### src/rtl/rgb_mode_controller_pkg.sv
// rgb_pkg: palette constants, press FSM states and palette lookup for the RGB mode controller.
package rgb_pkg;

    localparam logic [2:0] COLOR_OFF     = 3'b000;
    localparam logic [2:0] COLOR_RED     = 3'b100;
    localparam logic [2:0] COLOR_GREEN   = 3'b010;
    localparam logic [2:0] COLOR_BLUE    = 3'b001;
    localparam logic [2:0] COLOR_YELLOW  = 3'b110;
    localparam logic [2:0] COLOR_CYAN    = 3'b011;
    localparam logic [2:0] COLOR_MAGENTA = 3'b101;
    localparam logic [2:0] COLOR_WHITE   = 3'b111;

    typedef enum logic [1:0] {IDLE, PRESSED, LONG_HELD} press_state_t;

    function automatic logic [2:0] palette(input logic [2:0] idx);
        logic [2:0] rgb;
        case (idx)
            3'd1:    rgb = COLOR_RED;
            3'd2:    rgb = COLOR_GREEN;
            3'd3:    rgb = COLOR_BLUE;
            3'd4:    rgb = COLOR_YELLOW;
            3'd5:    rgb = COLOR_CYAN;
            3'd6:    rgb = COLOR_MAGENTA;
            3'd7:    rgb = COLOR_WHITE;
            default: rgb = COLOR_OFF;
        endcase
        return rgb;
    endfunction

endpackage

### src/rtl/rgb_mode_controller_if.sv
// rgb_mode_controller_if: button input and mode/colour/LED outputs of the RGB controller.
interface rgb_mode_controller_if;
    logic       btn;
    logic       auto;
    logic [2:0] color_idx;
    logic       led_r;
    logic       led_g;
    logic       led_b;

    modport master (output btn, input auto, color_idx, led_r, led_g, led_b);
    modport slave  (input btn, output auto, color_idx, led_r, led_g, led_b);
endinterface

### src/rtl/rgb_mode_controller_pwm.sv
// rgb_pwm: free-running PWM counter gating the palette colour onto registered active-low LED pins.
module rgb_pwm
    import rgb_pkg::*;
#(
    parameter int PWM_BITS = 8,
    parameter int DUTY     = 64
) (
    input  logic       clk,
    input  logic       rst_n,
    input  logic [2:0] color_idx,
    output logic       led_r,
    output logic       led_g,
    output logic       led_b
);
    localparam logic [PWM_BITS:0] DUTY_W = (PWM_BITS + 1)'(DUTY);

    logic [PWM_BITS-1:0] pwm_cnt;
    logic [2:0]          rgb;
    logic                lit;

    always_comb begin
        rgb = palette(color_idx);
        lit = {1'b0, pwm_cnt} < DUTY_W;
    end

    always_ff @(posedge clk or negedge rst_n) begin
        if (!rst_n) begin
            pwm_cnt               <= '0;
            {led_r, led_g, led_b} <= 3'b111;
        end else begin
            pwm_cnt               <= pwm_cnt + 1'b1;
            {led_r, led_g, led_b} <= ~(rgb & {3{lit}});
        end
    end
endmodule

### src/rtl/rgb_mode_controller.sv
// rgb_mode_controller: short press steps the palette, long press toggles timed auto-cycling.
module rgb_mode_controller
    import rgb_pkg::*;
#(
    parameter int LONG_PRESS_CYCLES = 12_000_000,
    parameter int STEP_CYCLES       = 6_000_000,
    parameter int PWM_BITS          = 8,
    parameter int DUTY              = 64
) (
    input logic                  clk,
    input logic                  rst_n,
    rgb_mode_controller_if.slave bus
);
    localparam int HW = $clog2(LONG_PRESS_CYCLES);
    localparam int SW = $clog2(STEP_CYCLES);
    localparam logic [HW-1:0] HOLD_MAX = HW'(LONG_PRESS_CYCLES - 1);
    localparam logic [SW-1:0] STEP_MAX = SW'(STEP_CYCLES - 1);

    press_state_t  state;
    logic          btn_q;
    logic [HW-1:0] hold_cnt;
    logic [SW-1:0] step_cnt;
    logic          short_press;
    logic          long_press;
    logic          tick;

    always_comb begin
        short_press = (state == PRESSED) && !bus.btn;
        long_press  = (state == PRESSED) && bus.btn && (hold_cnt == HOLD_MAX);
        tick        = bus.auto && (step_cnt == STEP_MAX);
    end

    // A toggle edge never moves the colour; release and tick together advance once.
    always_ff @(posedge clk or negedge rst_n) begin
        if (!rst_n) begin
            state         <= IDLE;
            btn_q         <= 1'b0;
            hold_cnt      <= '0;
            step_cnt      <= '0;
            bus.auto      <= 1'b0;
            bus.color_idx <= '0;
        end else begin
            btn_q <= bus.btn;
            case (state)
                IDLE: if (bus.btn && !btn_q) begin
                    state    <= PRESSED;
                    hold_cnt <= '0;
                end
                PRESSED: if (!bus.btn) state <= IDLE;
                    else if (long_press) state <= LONG_HELD;
                    else hold_cnt <= hold_cnt + 1'b1;
                LONG_HELD: if (!bus.btn) state <= IDLE;
                default: state <= IDLE;
            endcase
            if (long_press) begin
                bus.auto <= !bus.auto;
                step_cnt <= '0;
            end else begin
                if (short_press || tick) bus.color_idx <= bus.color_idx + 1'b1;
                step_cnt <= (!bus.auto || short_press || tick) ? '0 : step_cnt + 1'b1;
            end
        end
    end

    rgb_pwm #(.PWM_BITS(PWM_BITS), .DUTY(DUTY)) u_pwm (
        .clk      (clk),
        .rst_n    (rst_n),
        .color_idx(bus.color_idx),
        .led_r    (bus.led_r),
        .led_g    (bus.led_g),
        .led_b    (bus.led_b)
    );
endmodule

### src/flat_wrapper.sv
// flat-port wrapper written by rule: the top's interface ports become plain ports
module rgb_mode_controller_flat import rgb_pkg::*;
#(
    parameter int LONG_PRESS_CYCLES = 12_000_000,
    parameter int STEP_CYCLES       = 6_000_000,
    parameter int PWM_BITS          = 8,
    parameter int DUTY              = 64
)
  (clk, rst_n, bus_btn, bus_auto, bus_color_idx, bus_led_r, bus_led_g, bus_led_b);
  rgb_mode_controller_if bus_i ();
  input logic clk;
  input logic rst_n;
  input wire logic [$bits(bus_i.btn)-1:0] bus_btn;
  output wire logic [$bits(bus_i.auto)-1:0] bus_auto;
  output wire logic [$bits(bus_i.color_idx)-1:0] bus_color_idx;
  output wire logic [$bits(bus_i.led_r)-1:0] bus_led_r;
  output wire logic [$bits(bus_i.led_g)-1:0] bus_led_g;
  output wire logic [$bits(bus_i.led_b)-1:0] bus_led_b;
  assign bus_i.btn = bus_btn;
  assign bus_auto = bus_i.auto;
  assign bus_color_idx = bus_i.color_idx;
  assign bus_led_r = bus_i.led_r;
  assign bus_led_g = bus_i.led_g;
  assign bus_led_b = bus_i.led_b;
  rgb_mode_controller #(.LONG_PRESS_CYCLES(LONG_PRESS_CYCLES), .STEP_CYCLES(STEP_CYCLES), .PWM_BITS(PWM_BITS), .DUTY(DUTY)) u_core (.clk(clk), .rst_n(rst_n), .bus(bus_i));
endmodule
### config.mk
export PLATFORM = sky130hd
export DESIGN_NAME = rgb_mode_controller_flat
export DESIGN_NICKNAME = d
export VERILOG_FILES = /design/src/rtl/rgb_mode_controller_pkg.sv /design/src/rtl/rgb_mode_controller_if.sv /design/src/rtl/rgb_mode_controller_pwm.sv /design/src/rtl/rgb_mode_controller.sv /design/src/flat_wrapper.sv
export SDC_FILE = /design/constraint.sdc
export NUM_CORES = 1
export LEC_CHECK = 0
export CORE_MARGIN = 1
export CORE_UTILIZATION = 30
export CTS_BUF_LIST = sky130_fd_sc_hd__clkbuf_4
export CTS_CLUSTER_SIZE = 14
export DETAILED_ROUTE_END_ITERATION = 10
export MAX_ROUTING_LAYER = met4
export PLACE_DENSITY_LB_ADDON = 0.2
export SLEW_MARGIN = 20
export SYNTH_ARGS = -nofsm -noshare
export SYNTH_HDL_FRONTEND = slang
export SYNTH_SLANG_ARGS = --single-unit
### constraint.sdc
create_clock -name clk -period 2.1 [get_ports clk]
set_clock_uncertainty 0.15 [all_clocks]
set_input_delay 0.315 -clock clk [delete_from_list [all_inputs] [get_ports clk]]
set_output_delay 0.315 -clock clk [all_outputs]
set_load 0.05 [all_outputs]
==> results of run 1 <==
-- registers in the layout, indices dropped and copies added (netlist names) --
name	count
u_core.hold_cnt	24
u_core.step_cnt	23
u_core.u_pwm.pwm_cnt	8
u_core.bus.color_idx	3
u_core.state	2
u_core.btn_q	1
u_core.bus.auto	1
u_core.u_pwm.led_b	1
u_core.u_pwm.led_g	1
u_core.u_pwm.led_r	1
-- how the worst max path moves through the flow --
stage	slack, ns	end	cells past startpoint	from
6_report	0.05	u_core.step_cnt[17]	4	u_core.step_cnt[3]
4_1_cts	0.02	u_core.step_cnt[22]	5	u_core.step_cnt[1]
2_1_floorplan	-0.003	u_core.step_cnt[22]	5	u_core.step_cnt[2]
3_5_place_dp	-0.13	u_core.hold_cnt[7]	6	bus_btn
3_3_place_gp	-0.09	u_core.hold_cnt[7]	6	bus_btn
5_1_grt	-0.02	u_core.step_cnt[22]	5	u_core.step_cnt[0]
-- where the power goes --
part,switching (mW),internal (mW)
Sequential,0.137,1.37
Clock,0.501,0.602
Combinational,0.466,0.312
-- stage by stage --
step,hold WS [ns],util (%)
2_1_floorplan,-0.131,-
3_3_place_gp,0.198,36.8
3_5_place_dp,0.191,36.8
4_1_cts,0.263,38.7
5_1_grt,0.299,39.5
6_report,0.257,39.5
-- metal layers --
metal / up-vias / share of wire (%) / global-route usage (%)
li1: 1450 / - / -
met1: 1377 / 52 / 21.5
met4: 0 / 1.3 / 5.71
met5: - / 0 / -
met2: 28 / 44 / 23.0
met3: 7 / 2.9 / 3.38
-- layout make-up --
class / instances / area (um^2)
clock buffer: 9 / 67.6
clock inverter: 7 / 119
fill: 1106 / 6700
inverter: 14 / 52.6
multi-input combinational: 262 / 1800
sequential: 65 / 1630
tap: 140 / 175
timing repair buffer: 65 / 529
-- cell usage after synthesis (6+ instances only) --
cell type  number  area (um^2)
or4_1           9         67.6
nand4_1        12         75.1
mux2i_1        14          140
a211oi_1       12         90.1
or3_1           7         43.8
nor2_1         10         37.5
dfrtp_1        62         1550
nand3_1        22          110
ha_1            9          113
xnor2_1        14          123
nand2_1        35          131
and4_1          6         52.6
nor3_1         29          145
inv_1          13         48.8
clkbuf_1       14         52.6
and3_1          6         37.5
o21ai_0        10         50.1
-- kinds of logic (layout without fill, tap and decap cells) --
kind of cell | count (synthesis) | in the layout
AOI/OAI and AO/OA | 61 | 61
xor gates and xnor gates | 17 | 17
adders and majority gates | 9 | 9
buffers and inverters | 30 | 95
DFF | 65 | 65
muxes | 14 | 14
and+or+nand+nor | 161 | 161
-- what timing repair did --
item	4_1_cts	5_1_grt
endpoints found under the hold margin	19	0
resized for setup	5	11
hold buffers	1	0
pin swaps	0	2
buffers inserted	0	5
endpoints found under the setup margin	13	32
-- worst max-delay path, cell delays in order (launching register included) --
cell and delay, ns:
dfrtp_1 0.40, nand2_1 0.10, or4_4 0.59, or4_1 0.48, a211oi_1 0.24
==> reports/results.ini, run 1 <==
[status]
status = finished, final reports clean

[critical_path]
r2r-end = u_core.step_cnt[17]
required_ns = 2.28
crit_fanout = 8
reg2reg_depth = 4
critical_path.startpoint_type = flop
end_kind = flop
r2r_slack_ns = 0.05
timing.rr.start = u_core.step_cnt[3]
crit_arrival_ns = 2.23
path_class = flop to flop

[clock_tree]
cts.clk_slew.worst_paths_ns = 0.12
clock_sinks = 65
cts.path.max_buffers = 2
clkLatencyLatePin_ns = 0.42
ctsRootBufferMaster = clkbuf_4
numCtsBuffers = 9
cts_tree = done
htreeDepth = 3

[logic_synthesis]
ys_ff_latch = 65
syn-num-nets = 369
synth-edff-count = 0
synth-adder-area-share_pct = 3.24
seq_area_frac_synth_pct = 46.9
syn_area_per_cell_um2 = 9.74
synthSimpleGateAreaFrac_pct = 25.8
synth_top_family_by_area = simple AND/OR/NAND/NOR gates
synthFlopType = dfrtp_1
synth_compound_area_share_pct = 12.5
yosysUniqueCellTypes = 48
synth_xor_area_share_pct = 4.28
synth_area_mm2 = 0.00348
synth_mux_area_share_pct = 4.03
yosys_warnings = 0
syn_inst = 357
ys_async_sr_fraction_pct = 100

[sta]
fin_ws_ns = 0.0489
slew_violations = 0
period_minus_slack_ns = 2.05
max-slew-margin-rel_pct = 63.2
grt_setup_unrepaired = yes
worst_slew_pin_slew_ns = 0.552
setup_viol = 0
fmax_ghz = 0.488
period_share_pct = 97.7
finalHoldViolCount = 0
finalSetupTns_ns = 0

[run]
cap_violations = 0

[detailed_routing]
ant_nets = 0
avgRoutedWirePerCell_um = 14.4
via_per_inst = 5.09
firstDrtPassIters = 4
route.detailed.drc = 0
drt_wl_total_um = 8100
drtIter0Drc = 131
via_count = 2862

[hold_path]
hold_class = primary input to asynchronous set/reset pin

[power]
power.total_mw = 3.39
irDropWorstVdd_uv = 573
power_density_mw_per_mm2 = 774
p_leak_nw = 1.83

[cells_and_area]
nNetsFinal = 429
drive_gt1_share_pct = 23.5
antenna_cells = 0
final_common_cell = dfrtp_1
final_area_mm2 = 0.00438
final_cell_mix = dfrtp_1 (62), buf_4 (58), nand2_1 (34), nor3_1 (29), nand3_1 (21)
area_delta_synth_final_pct = 25.9
final_cells = 562

[place]
place_area_mm2 = 0.00408
dp_cells = 540
io_buffers = 9
dp_hpwl_um = 5740
dp_slack_ns = -0.133
place.gp.congestion = 0.812

[global_routing]
overflow = 0
grt_max_degree = 32
grt_first_pass_wirelength_um = 14100
grt_pass1_vias = 2895
antenna_found_initial = 0
grt_usage_pct = 15.8

[die]
core.rowCount = 38
ios = 10
die_w_um = 110
die_height_um = 110
start_util_pct = 31.4
die-area_mm2 = 0.0120
core-area_mm2 = 0.0111

Note: power is estimated with default switching activity, not from simulation.
==> run 2, diff against run 1 <==
--- a/config.mk
+++ b/config.mk
@@ -5,13 +5,15 @@
 export SDC_FILE = /design/constraint.sdc
 export NUM_CORES = 1
 export LEC_CHECK = 0
-export CORE_MARGIN = 1
+export CORE_MARGIN = 3
 export CORE_UTILIZATION = 30
 export CTS_BUF_LIST = sky130_fd_sc_hd__clkbuf_4
+export CTS_CLUSTER_DIAMETER = 40
 export CTS_CLUSTER_SIZE = 14
 export DETAILED_ROUTE_END_ITERATION = 10
 export MAX_ROUTING_LAYER = met4
 export PLACE_DENSITY_LB_ADDON = 0.2
+export REMOVE_ABC_BUFFERS = 1
 export SLEW_MARGIN = 20
 export SYNTH_ARGS = -nofsm -noshare
 export SYNTH_HDL_FRONTEND = slang
==> run 2 against run 1 <==
  * First-iteration DRC count is 16% higher
  * Core utilization is 0.11 points higher
  * Maximum frequency is 0.47% lower
  * Via count is 2.6% higher
==> reports/results.ini, run 2 (same netlist as run 1, synthesis figures left out) <==
[cells_and_area]
final_cells = 562
drive_gt1_share_pct = 25.1
final_common_cell = dfrtp_1
antenna_cells = 0
regMostFlops = u_core.hold_cnt
largest_register_ffs = 24
nFillCells = 1080
utilization_pct = 39.6
area_delta_synth_final_pct = 26.2
nNetsFinal = 429
final_cell_mix = dfrtp_1 (62), buf_4 (56), nand2_1 (34), nor3_1 (27), nand3_1 (21)
reg_top3 = u_core.hold_cnt (24), u_core.step_cnt (23), u_core.u_pwm.pwm_cnt (8)

[place]
dp_slack_ns = -0.112
io_buffers = 9
dp_cells = 541
place.gp.congestion = 0.748
dp_hpwl_um = 5560

[power]
intPower_mw = 2.13
p_clk_share_pct = 29.6
comb_power_share_pct = 22.8
power_density_mw_per_mm2 = 729
irDropWorstVdd_uv = 508
switching_share_pct = 33.6
power_frac_seq_pct = 47.6
p_leak_nw = 1.82
p_sw_mw = 1.07

[critical_path]
end_kind = flop
path_class = flop to flop
crit_chain = nand3_2 -> or4_4 -> or4_1 -> a211oi_2
crit_slowest_cell = or4_4
crit_arrival_ns = 2.25
required_ns = 2.29
cp_slowest_stage_delay_ns = 0.60
crit_fanout = 7
critical_path.startpoint_type = flop

[hold_path]
hold_class = primary input to asynchronous set/reset pin

[clock_tree]
clock_sinks = 65
htreeDepth = 3
clkLatencyLatePin_ns = 0.42
cts_tree = done
ctsRootBufferMaster = clkbuf_4
cts.clk_slew.worst_paths_ns = 0.13
cts.path.max_buffers = 2
numCtsBuffers = 9

[detailed_routing]
drtIter0Drc = 152
via_per_inst = 5.23
ant_nets = 0
via_count = 2937
route.detailed.drc = 0
drt_wl_total_um = 8130
avgRoutedWirePerCell_um = 14.5
firstDrtPassIters = 4

[die]
die_height_um = 114
die-area_mm2 = 0.0129
ios = 10
start_util_pct = 31.4
die_w_um = 114
core-area_mm2 = 0.0111
core.rowCount = 38

[global_routing]
grt_max_degree = 66
antenna_found_initial = 0
grt_usage_pct = 13.8
overflow = 0
grt_first_pass_wirelength_um = 14100
grt_pass1_vias = 2859

[sta]
fin_ws_ns = 0.0391
setup_viol = 0
slew_violations = 0
grt_setup_unrepaired = yes
fmax_ghz = 0.485
period_share_pct = 98.1
worst_slew_pin_slew_ns = 0.505
finalHoldViolCount = 0
max-slew-margin-rel_pct = 66.5
period_minus_slack_ns = 2.06
timing.hold.ws_ns = 0.287

[run]
cap_violations = 0

[status]
status = finished, final reports clean

-- run 2: cell count changes in the layout (fill, tap and decap cells not counted), moves of 2 or more --
| cell | before | now |
|---|---|---|
| or3_1 | 7 | 4 |
| a211oi_1 | 9 | 5 |
| a211oi_2 | 3 | 7 |
| buf_6 | 0 | 2 |
| nor3_2 | 0 | 2 |
| buf_4 | 58 | 56 |
| or3_4 | 0 | 3 |
| nor3_1 | 29 | 27 |
| clkinv_1 | 0 | 2 |
-- run 2: worst paths after layout --
check / slack (ns) / startpoint / end / cells after the start
hold / removal: 0.29 / rst_n / u_core.hold_cnt[8] / 3
setup / recovery: 0.04 / u_core.step_cnt[9] / u_core.step_cnt[21] / 4
min in group clk: 0.30 / u_core.u_pwm.pwm_cnt[0] / u_core.u_pwm.pwm_cnt[0] / 1
max in group asynchronous: 1.18 / rst_n / u_core.u_pwm.led_b / 3
setup reg to reg: 0.04 / u_core.step_cnt[9] / u_core.step_cnt[21] / 4
hold reg to reg: 0.30 / u_core.u_pwm.pwm_cnt[0] / u_core.u_pwm.pwm_cnt[0] / 1
-- run 2: what timing repair did --
item | in CTS | in global routing
cloned | 0 | 1
gates resized for setup | 14 | 19
hold buffers | 1 | 0
pin swaps | 7 | 10
setup buffers | 2 | 1
endpoints found under the setup margin | 27 | 39
endpoints found under the hold margin | 62 | 0
-- run 2: area by class of cell --
| cell class | count | area [um^2] | share of cell area (%) |
|---|---|---|---|
| clock inverter | 7 | 85.1 | 1.94 |
| timing repair buffer | 65 | 532 | 12.1 |
| multi-input combinational | 262 | 1850 | 42.1 |
| tap | 140 | 175 | 3.99 |
| inverter | 14 | 52.6 | 1.20 |
| clock buffer | 9 | 67.6 | 1.54 |
| sequential | 65 | 1630 | 37.1 |
-- run 2: through the flow --
stage | setup TNS (ns) | total power, mW | cell area, um^2
floorplan | -5.94 | 2.01 | 3410
global placement | -0.724 | 2.26 | 4070
detailed placement | -1.71 | 2.27 | 4070
CTS | 0 | 3.23 | 4300
global route | -0.824 | 3.39 | 4390
finish | 0 | 3.20 | 4390
-- run 2: power groups by stage --
stage	Clock, mW	Sequential [mW]	Combinational (mW)
after floorplan	0	1.66	0.357
after global placement	0	1.54	0.717
after CTS	0.979	1.52	0.729
after global routing	1.02	1.55	0.817
after detailed placement	0	1.54	0.726
final	0.946	1.52	0.731
-- run 2: per-layer routing --
| layer | global-route usage, % | part of all wire (%) | up-vias |
|---|---|---|---|
| met4 | 5.53 | 1.5 | 0 |
| li1 | - | - | 1454 |
| met1 | 19.4 | 52 | 1442 |
| met2 | 19.9 | 44 | 32 |
| met3 | 2.39 | 2.1 | 9 |
| met5 | - | 0 | - |
-- run 2: critical path: cells and delay by family, from the launching register on --
| family | cells | cell delay (ns) |
|---|---|---|
| and+or+nand+nor | 3 | 1.22 |
| DFF | 1 | 0.39 |
| AOI/OAI and AO/OA | 1 | 0.22 |
==> run 3, diff against run 2 <==
--- a/config.mk
+++ b/config.mk
@@ -5,7 +5,7 @@
 export SDC_FILE = /design/constraint.sdc
 export NUM_CORES = 1
 export LEC_CHECK = 0
-export CORE_MARGIN = 3
+export CORE_MARGIN = 1.5
 export CORE_UTILIZATION = 30
 export CTS_BUF_LIST = sky130_fd_sc_hd__clkbuf_4
 export CTS_CLUSTER_DIAMETER = 40
==> run 3 against run 2 <==
  * Via count shrank 0.24%
  * Combinational power grew 7.3%
  * Routed wire length grew 5.0%
  * Design area grew 0.94%
  * Worst hold slack lost 0.068 ns
  * Cell count grew 1.2%
  * Clock power shrank 2%
  * Critical path type unchanged
==> reports/results.ini, run 3 (same netlist as run 1, synthesis figures left out) <==
[detailed_routing]
avgRoutedWirePerCell_um = 15.0
route.detailed.drc = 0
drt_wl_total_um = 8530
drtIter0Drc = 182
firstDrtPassIters = 4
via_per_inst = 5.15
ant_nets = 0
via_count = 2930

[cells_and_area]
final_area_mm2 = 0.00443
regMostFlops = u_core.hold_cnt
final_cells = 569
nFillCells = 1143
final_cell_mix = dfrtp_1 (62), buf_4 (57), nand2_1 (34), nor3_1 (29), nand3_1 (21)
nNetsFinal = 434
antenna_cells = 0
area_delta_synth_final_pct = 27.4
final_common_cell = dfrtp_1
reg_top3 = u_core.hold_cnt (24), u_core.step_cnt (23), u_core.u_pwm.pwm_cnt (8)
seq_area_mm2 = 0.00163
multi_input_area_mm2 = 0.00183
largest_register_ffs = 24
drive_gt1_share_pct = 24.4

[global_routing]
gr-usage-met1_pct = 20.5
grt_pass1_vias = 2915
grt_first_pass_wirelength_um = 14500
overflow = 0
grt_usage_pct = 15.2
grt_max_degree = 25
met2_usage_pct = 22.4
antenna_found_initial = 0
use_met3_pct = 2.73
top_usage_layer = met2

[sta]
period_minus_slack_ns = 2.08
timing.hold.ws_ns = 0.219
worst_slew_pin_slew_ns = 0.490
fmax_ghz = 0.481
max-slew-margin-rel_pct = 67.4
setup_viol = 0
grt_setup_unrepaired = yes
finalSetupTns_ns = 0
finalHoldViolCount = 0
period_share_pct = 99.1
slew_violations = 0

[die]
die_height_um = 111
die-area_mm2 = 0.0122
ios = 10
start_util_pct = 30.6
core.rowCount = 39
core-area_mm2 = 0.0114
die_w_um = 111

[place]
io_buffers = 9
place.gp.congestion = 0.790
place_area_mm2 = 0.00411
dp_hpwl_um = 6050
dp_cells = 549

[critical_path]
crit_chain = nand3_2 -> or4_4 -> or4_1 -> a211oi_2
crit_fanout = 5
crit_slowest_cell = or4_4
path_class = flop to flop
cp_slowest_stage_delay_ns = 0.60
end_kind = flop
required_ns = 2.28
crit_arrival_ns = 2.26
critical_path.startpoint_type = flop

[clock_tree]
ctsRootBufferMaster = clkbuf_4
cts.path.max_buffers = 2
clock_sinks = 65
numCtsBuffers = 9
cts.clk_slew.worst_paths_ns = 0.11
cts_tree = done
clkLatencyLatePin_ns = 0.41
htreeDepth = 3

[power]
power_density_mw_per_mm2 = 726
irDropWorstVdd_uv = 503
p_leak_nw = 1.85

[hold_path]
hold_class = primary input to asynchronous set/reset pin

[status]
status = finished, final reports clean

[run]
cap_violations = 0

-- run 3: final cells by class --
type                            count  area share (%)
Clock buffer                       10            1.69
Clock inverter                      5            1.61
Inverter                           14            1.19
Multi-Input combinational cell    262            41.2
Sequential cell                    65            36.8
Tap cell                          143            4.04
Timing Repair Buffer               70            13.4
-- run 3: worst max-delay path: cells and delay by family (launching register included) --
family	cells	cell delay (ns)
flip-flops	1	0.39
AO/OA/AOI/OAI	1	0.24
AND/OR/NAND/NOR	3	1.22
-- run 3: path summary, 6_finish.rpt --
kind	start	endpoint	slack [ns]	depth (start not counted)
worst max register to register	u_core.step_cnt[6]	u_core.step_cnt[17]	0.02	4
min in group clk	u_core.u_pwm.pwm_cnt[0]	u_core.u_pwm.pwm_cnt[0]	0.30	1
worst max-delay path	u_core.step_cnt[6]	u_core.step_cnt[17]	0.02	4
max in group asynchronous	rst_n	u_core.step_cnt[22]	0.98	3
worst min register to register	u_core.u_pwm.pwm_cnt[0]	u_core.u_pwm.pwm_cnt[0]	0.30	1
worst min-delay path	rst_n	u_core.hold_cnt[4]	0.22	2
-- run 3: report_power, final --
group / total (mW) / switching (mW) / internal (mW)
clock network: 0.930 / 0.451 / 0.479
registers: 1.50 / 0.133 / 1.37
logic: 0.784 / 0.469 / 0.315
-- run 3: per-stage QoR --
stage / setup WS (ns) / total power [mW] / utilization (%)
4_1_cts: 0.00401 / 3.24 / 38.2
5_1_grt: -0.0611 / 3.42 / 39.0
2_1_floorplan: -0.230 / 2.01 / -
6_report: 0.0189 / 3.22 / 39.0
3_5_place_dp: -0.115 / 2.30 / 36.2
3_3_place_gp: -0.0421 / 2.29 / 36.2
-- run 3: routing by layer --
| metal | vias to the layer above | wire length, um |
|---|---|---|
| li1 | 1466 | - |
| met1 | 1413 | 4310 |
| met2 | 36 | 3860 |
| met3 | 15 | 215 |
| met4 | 0 | 149 |
| met5 | - | 0 |
-- run 3: repair_timing --
action	CTS	global route
setup buffers	2	1
hold endpoints to repair	15	0
pin swaps	7	5
hold buffers	1	0
gates resized for setup	16	13
endpoints found under the setup margin	24	36
cloned	0	1
